**config.mk**
```make
export PLATFORM = sky130hd
export DESIGN_NAME = icu_sequencer
export DESIGN_NICKNAME = d
export VERILOG_FILES = /design/src/rtl/icu_sequencer_pkg.sv /design/src/rtl/icu_ret_stack.sv /design/src/rtl/icu_sequencer.sv
export SDC_FILE = /design/constraint.sdc
export NUM_CORES = 1
export LEC_CHECK = 0
export ABC_AREA = 1
export CAP_MARGIN = 20
export CORE_UTILIZATION = 49
export CTS_CLUSTER_SIZE = 12
export DETAILED_ROUTE_END_ITERATION = 12
export PLACE_DENSITY = 0.75
export SLEW_MARGIN = 0
export SYNTH_ARGS = -nofsm -noshare
export SYNTH_HDL_FRONTEND = slang
export SYNTH_SLANG_ARGS = --single-unit
```
**constraint.sdc**
```tcl
create_clock -name clk -period 2 [get_ports clk]
set_input_delay 0.4 -clock clk [delete_from_list [all_inputs] [get_ports clk]]
set_output_delay 0.4 -clock clk [all_outputs]
set_load 0.005 [all_outputs]
```
**src/rtl/icu_sequencer_pkg.sv**
```systemverilog
// Shared instruction set for the ICU, plus the sequencer state encoding and
// program-word field widths.
package icu_sequencer_pkg;

    localparam int OPCODE_W = 4;

    typedef enum logic [OPCODE_W-1:0] {
        NOPO = 4'h0,
        LD   = 4'h1,
        LDC  = 4'h2,
        AND  = 4'h3,
        ANDC = 4'h4,
        OR   = 4'h5,
        ORC  = 4'h6,
        XNOR = 4'h7,
        STO  = 4'h8,
        STOC = 4'h9,
        IEN  = 4'hA,
        OEN  = 4'hB,
        JMP  = 4'hC,
        RTN  = 4'hD,
        SKZ  = 4'hE,
        NOPF = 4'hF
    } instruction_t;

    typedef enum logic [2:0] {
        S_IDLE,
        S_FETCH,
        S_ISSUE,
        S_EXEC,
        S_RELEASE,
        S_HALT
    } seq_state_t;

    // Program word is {opcode, operand}; operand width follows the address width.
    function automatic int prog_word_w(input int addr_w);
        return OPCODE_W + addr_w;
    endfunction

endpackage

```
**src/rtl/icu_ret_stack.sv**
```systemverilog
// Pointer-based LIFO return stack for the ICU sequencer's JMP/RTN pairs.
module icu_ret_stack
    import icu_sequencer_pkg::*;
#(
    parameter int ADDR_W      = 8,
    parameter int STACK_DEPTH = 4
) (
    input  logic              clk,
    input  logic              rst,
    input  logic              push,
    input  logic              pop,
    input  logic [ADDR_W-1:0] din,
    output logic [ADDR_W-1:0] dout,
    output logic              full,
    output logic              empty
);

    localparam int PTR_W = $clog2(STACK_DEPTH + 1);
    localparam int IDX_W = $clog2(STACK_DEPTH);

    logic [ADDR_W-1:0] mem [STACK_DEPTH];
    logic [PTR_W-1:0]  ptr;
    logic [IDX_W-1:0]  wr_idx;
    logic [IDX_W-1:0]  top_idx;

    assign full    = (ptr == PTR_W'(STACK_DEPTH));
    assign empty   = (ptr == '0);
    assign wr_idx  = IDX_W'(ptr);
    assign top_idx = IDX_W'(ptr - PTR_W'(1));
    assign dout    = empty ? '0 : mem[top_idx];

    // ptr counts valid entries, so 0 = empty and STACK_DEPTH = full.
    always_ff @(posedge clk or posedge rst) begin
        if (rst) begin
            ptr <= '0;
        end else if (push && !full) begin
            ptr <= ptr + PTR_W'(1);
        end else if (pop && !empty) begin
            ptr <= ptr - PTR_W'(1);
        end
    end

    // NOTE: entries carry no reset; the pointer alone defines which are valid.
    always_ff @(posedge clk) begin
        if (push && !full) begin
            mem[wr_idx] <= din;
        end
    end

endmodule

```
**src/rtl/icu_sequencer.sv**
```systemverilog
// Instruction sequencer for the ICU: fetches program words, issues them over a
// 4-phase handshake and applies jump/return/halt outcomes to the PC.
module icu_sequencer
    import icu_sequencer_pkg::*;
#(
    parameter int ADDR_W      = 8,
    parameter int STACK_DEPTH = 4
) (
    input  logic                       clk,
    input  logic                       rst,
    input  logic                       run,
    output logic [ADDR_W-1:0]          prog_addr,
    input  logic [OPCODE_W+ADDR_W-1:0] prog_data,
    output instruction_t               instruction,
    output logic [ADDR_W-1:0]          io_addr,
    output logic                       icu_req,
    input  logic                       icu_ack,
    input  logic                       icu_jmp,
    input  logic                       icu_rtn,
    input  logic                       icu_flag_f,
    output logic                       halted,
    output logic                       stack_err
);

    seq_state_t        state, next_state;
    logic [ADDR_W-1:0] pc, pc_next, pc_inc;
    logic              halt_pend, halt_pend_next;
    logic              run_q;
    logic              load_word, err_set, push, pop;
    logic [ADDR_W-1:0] stack_dout;
    logic              stack_full, stack_empty;

    icu_ret_stack #(
        .ADDR_W      (ADDR_W),
        .STACK_DEPTH (STACK_DEPTH)
    ) u_ret_stack (
        .clk   (clk),
        .rst   (rst),
        .push  (push),
        .pop   (pop),
        .din   (pc_inc),
        .dout  (stack_dout),
        .full  (stack_full),
        .empty (stack_empty)
    );

    assign pc_inc    = pc + ADDR_W'(1);
    assign prog_addr = pc;
    // Decoded from state only, so icu_ack never reaches icu_req combinationally.
    assign icu_req   = (state == S_ISSUE) || (state == S_EXEC);
    assign halted    = (state == S_HALT);

    // NOTE: sequential state uses non-blocking assignments so every register
    // samples the pre-edge values of the others.
    always_ff @(posedge clk or posedge rst) begin
        if (rst) begin
            state       <= S_IDLE;
            pc          <= '0;
            instruction <= NOPO;
            io_addr     <= '0;
            stack_err   <= 1'b0;
            halt_pend   <= 1'b0;
            run_q       <= 1'b0;
        end else begin
            state     <= next_state;
            pc        <= pc_next;
            halt_pend <= halt_pend_next;
            run_q     <= run;
            if (err_set) begin
                stack_err <= 1'b1;
            end
            if (load_word) begin
                instruction <= instruction_t'(prog_data[ADDR_W+OPCODE_W-1:ADDR_W]);
                io_addr     <= prog_data[ADDR_W-1:0];
            end
        end
    end

    // NOTE: every output of this block is defaulted first so no path infers a latch.
    always_comb begin
        next_state     = state;
        pc_next        = pc;
        halt_pend_next = halt_pend;
        load_word      = 1'b0;
        err_set        = 1'b0;
        push           = 1'b0;
        pop            = 1'b0;
        unique case (state)
            S_IDLE:  if (run) next_state = S_FETCH;
            S_FETCH: begin
                load_word  = 1'b1;
                next_state = S_ISSUE;
            end
            S_ISSUE: if (icu_ack) next_state = S_EXEC;
            S_EXEC: begin
                next_state = S_RELEASE;
                if (icu_flag_f) begin
                    pc_next        = pc_inc;
                    halt_pend_next = 1'b1;
                end else if (icu_rtn) begin
                    if (stack_empty) begin
                        pc_next = '0;
                        err_set = 1'b1;
                    end else begin
                        pop     = 1'b1;
                        pc_next = stack_dout;
                    end
                end else if (icu_jmp) begin
                    push    = !stack_full;
                    err_set = stack_full;
                    pc_next = io_addr;
                end else begin
                    pc_next = pc_inc;
                end
            end
            S_RELEASE: begin
                if (!icu_ack) begin
                    halt_pend_next = 1'b0;
                    if (halt_pend)  next_state = S_HALT;
                    else if (!run)  next_state = S_IDLE;
                    else            next_state = S_FETCH;
                end
            end
            // A held-high run must not restart; only a fresh rising edge does.
            S_HALT:  if (run && !run_q) next_state = S_FETCH;
            default: next_state = S_IDLE;
        endcase
    end

endmodule

```
==> summary.txt <==
Power and ir drop
  • Gate power share: 43.1%
  • Sequential share of power: 34.6%
  • LEAKAGE: 1.82 nW
  • Net Sw Frac: 37.0%
  • Maximum VDD drop: 0.897 mV
  • Power per Cell Area: 1520 mW/mm2
  • Sw Pwr: 2.19 mW
  • Pint: 3.73 mW
  • Final Power: 5.92 mW
  • Power share of the clock group: 22.3%

Synth
  • Library cells used by synthesis: 28
  • Post-synth top area cell: edfxtp_1
  • Seq/Total Area, Yosys: 54.6%
  • Post-synth EDFFs: 32
  • Number of synthesis warnings: 0
  • Most used DFF post-synth: edfxtp_1
  • Synth top area share: 31.1%
  • Syn Area/Cell: 8.78 um2
  • Post-synthesis register bit count: 61
  • Synth top cells by count: nand2_1, inv_1, edfxtp_1, nand3_1, dfrtp_1
  • Syn nets: 377
  • Count leader, synth: nand2_1
  • Post-Syn Area: 0.00309 mm2
  • Mapped Cells: 352
  • Ys async rst share: 47.5%
  • Largest cells by area after synthesis: edfxtp_1, dfrtp_1, nand2_1

Cells and area
  • Core Util, Final: 65.2%
  • Layout area overhead: 26.4%
  • Layout cells sized above 1: 13.7%
  • Nets: 436
  • Final Cell Area: 0.00391 mm2
  • Fill count: 479
  • N_diodes: 0

GRT
  • Largest net degree at the start of global routing: 29
  • GR Util All Layers: 23.2%
  • Initial antenna violation count: 0
  • Vias in the first global route: 2477
  • Grt ovf: 0
  • First-pass GRT wire length: 11.2 mm

Setup path
  • CP Max Fanout: 6
  • CP arrival: 1.55 ns
  • Worst Reg-to-Reg Cells: 8
  • Crit. End Element: output port
  • Reg-to-Reg Start: u_ret_stack.ptr[1]
  • CP Class: flip-flop to output port
  • Type of origin of the critical path: flip-flop
  • Critical path required time: 1.60 ns
  • FF-to-FF End: u_ret_stack.mem[1][7]
  • R2r setup slk: 0.26 ns

Timing
  • WHS: 0.199 ns
  • Min Tclk post-route: 1.95 ns
  • Fin crit share: 97.3%
  • Setup Skew: 0.00904 ns
  • Rel. slew slack: 75.9%
  • Final setup viols: 0
  • Hold Fails Final Rpt: 0
  • Slew Viols, Final: 0
  • Fmax: 0.514 GHz
  • Setup TNS: 0 ns
  • Slew at the pin closest to its max-slew limit: 0.361 ns

Run status
  • Status: completed

Flow run
  • # Max-Cap Violations: 0

Floorplanning
  • Site row count: 28
  • Die X: 81.4 um
  • I/O Pins: 42
  • Core area: 0.00599 mm2
  • Die Footprint: 0.00663 mm2
  • Initial Util: 51.6%
  • Die H: 81.4 um

Clocking
  • H-tree levels: 3
  • CTS tree: yes
  • Root Buffer: clkbuf_8
  • Sink Count: 61
  • Number of buffers created by CTS: 9
  • CTS clk-pin slew, worst paths: 0.07 ns
  • Clk Latency, worst-skew pair: 0.34 ns
  • Clock Path Buffers: 2

Placement
  • IO buf count: 41
  • DP HPWL: 4.99 mm
  • RD Place Congestion: 0.924
  • Placed cell areas: 0.00366 mm2

Routing
  • Wire per inst: 14.1 um
  • Initial DRC count: 128
  • Drt drc: 0
  • Average vias per placed instance: 5.13
  • Routed vias: 2520
  • Post-route ant nets: 0
  • Routed WL: 6.90 mm
  • Pre-antenna DRT Iters: 4

Min path
  • Hold Path Class: input pin to async pin
stage by stage:
step,cells,worst slack [ns]
2_1_floorplan,352,-0.0564
3_3_place_gp,474,0.0917
3_5_place_dp,474,0.0538
4_1_cts,490,0.0166
5_1_grt,491,-0.0139
6_report,491,0.0536
cells by family (layout without fill, tap and decap cells):
logic type | Yosys count | after routing | share of synthesized area, %
fa+ha+maj | 6 | 6 | 2.43
compound gates | 18 | 18 | 3.60
flops | 61 | 61 | 54.6
simple gates | 196 | 196 | 26.9
mux | 12 | 12 | 4.37
xor+xnor | 4 | 4 | 1.13
buf+inv | 55 | 119 | 7.04
power groups by stage:
stage | Sequential, mW | Clock (mW) | Combinational, mW
after global routing | 2.09 | 1.38 | 2.85
after detailed placement | 2.06 | 0 | 2.53
after global placement | 2.05 | 0 | 2.48
after CTS | 2.04 | 1.34 | 2.56
final | 2.05 | 1.32 | 2.55
after floorplan | 2.02 | 0 | 1.51
state kept, by name, summed over array words and instances, names as in the netlist:
register,count
halt_pend,1
run_q,1
stack_err,1
io_addr,8
u_ret_stack.ptr,3
prog_addr,8
instruction,4
u_ret_stack.mem,32
state,3
how the worst max path moves through the flow:
stage                            end  cells past startpoint  slack [ns]                from
2_1_floorplan  u_ret_stack.mem[1][0]                      8       -0.06  u_ret_stack.ptr[0]
5_1_grt                       halted                      4       -0.01            state[1]
3_5_place_dp   u_ret_stack.mem[1][3]                      7        0.05             icu_rtn
3_3_place_gp   u_ret_stack.mem[0][3]                      7        0.09             icu_rtn
4_1_cts                       halted                      4        0.02            state[1]
6_report                      halted                      4        0.05            state[1]
worst max-delay path, stage by stage, from the launching register on:
cell and delay [ns]:
dfrtp_1 0.40, inv_2 0.13, nand3_2 0.12, inv_2 0.08, clkdlybuf4s50_1 0.49
cells in the final DEF, fill, tap and decap left out, drive strengths merged, types with 2 or more instances in the layout:
master,n
a21oi,6
buf,14
bufinv,3
clkbuf,10
clkdlybuf4s50,41
clkinv,2
dfrtp,29
edfxtp,32
ha,6
inv,48
mux2,12
nand2,127
nand3,34
nand3b,3
nor2,26
nor3,2
o21ai,10
or2,3
xor2,3
per-layer routing:
metal	GRT usage (%)	part of all wire (%)
met5	0	0
met2	38.0	49
met3	6.78	6.7
met4	8.57	1.3
met1	29.0	43
final cells by class:
cell class	instances	area, um2	share of cell area [%]
inverters	48	180	4.61
multi-input cells	236	1190	30.5
well taps	75	93.8	2.40
clock inverters	6	111	2.85
clock buffers	10	128	3.27
flip-flops and latches	61	1690	43.2
repair buffers	55	515	13.2
timing repair:
action                                 CTS  global route
endpoints found under the hold margin    0             0
setup endpoints to repair                1             1
hold buffers                             0             0
buffers inserted                         0             1
resized for setup                        1             2
Power figures use the tool's default switching activity.
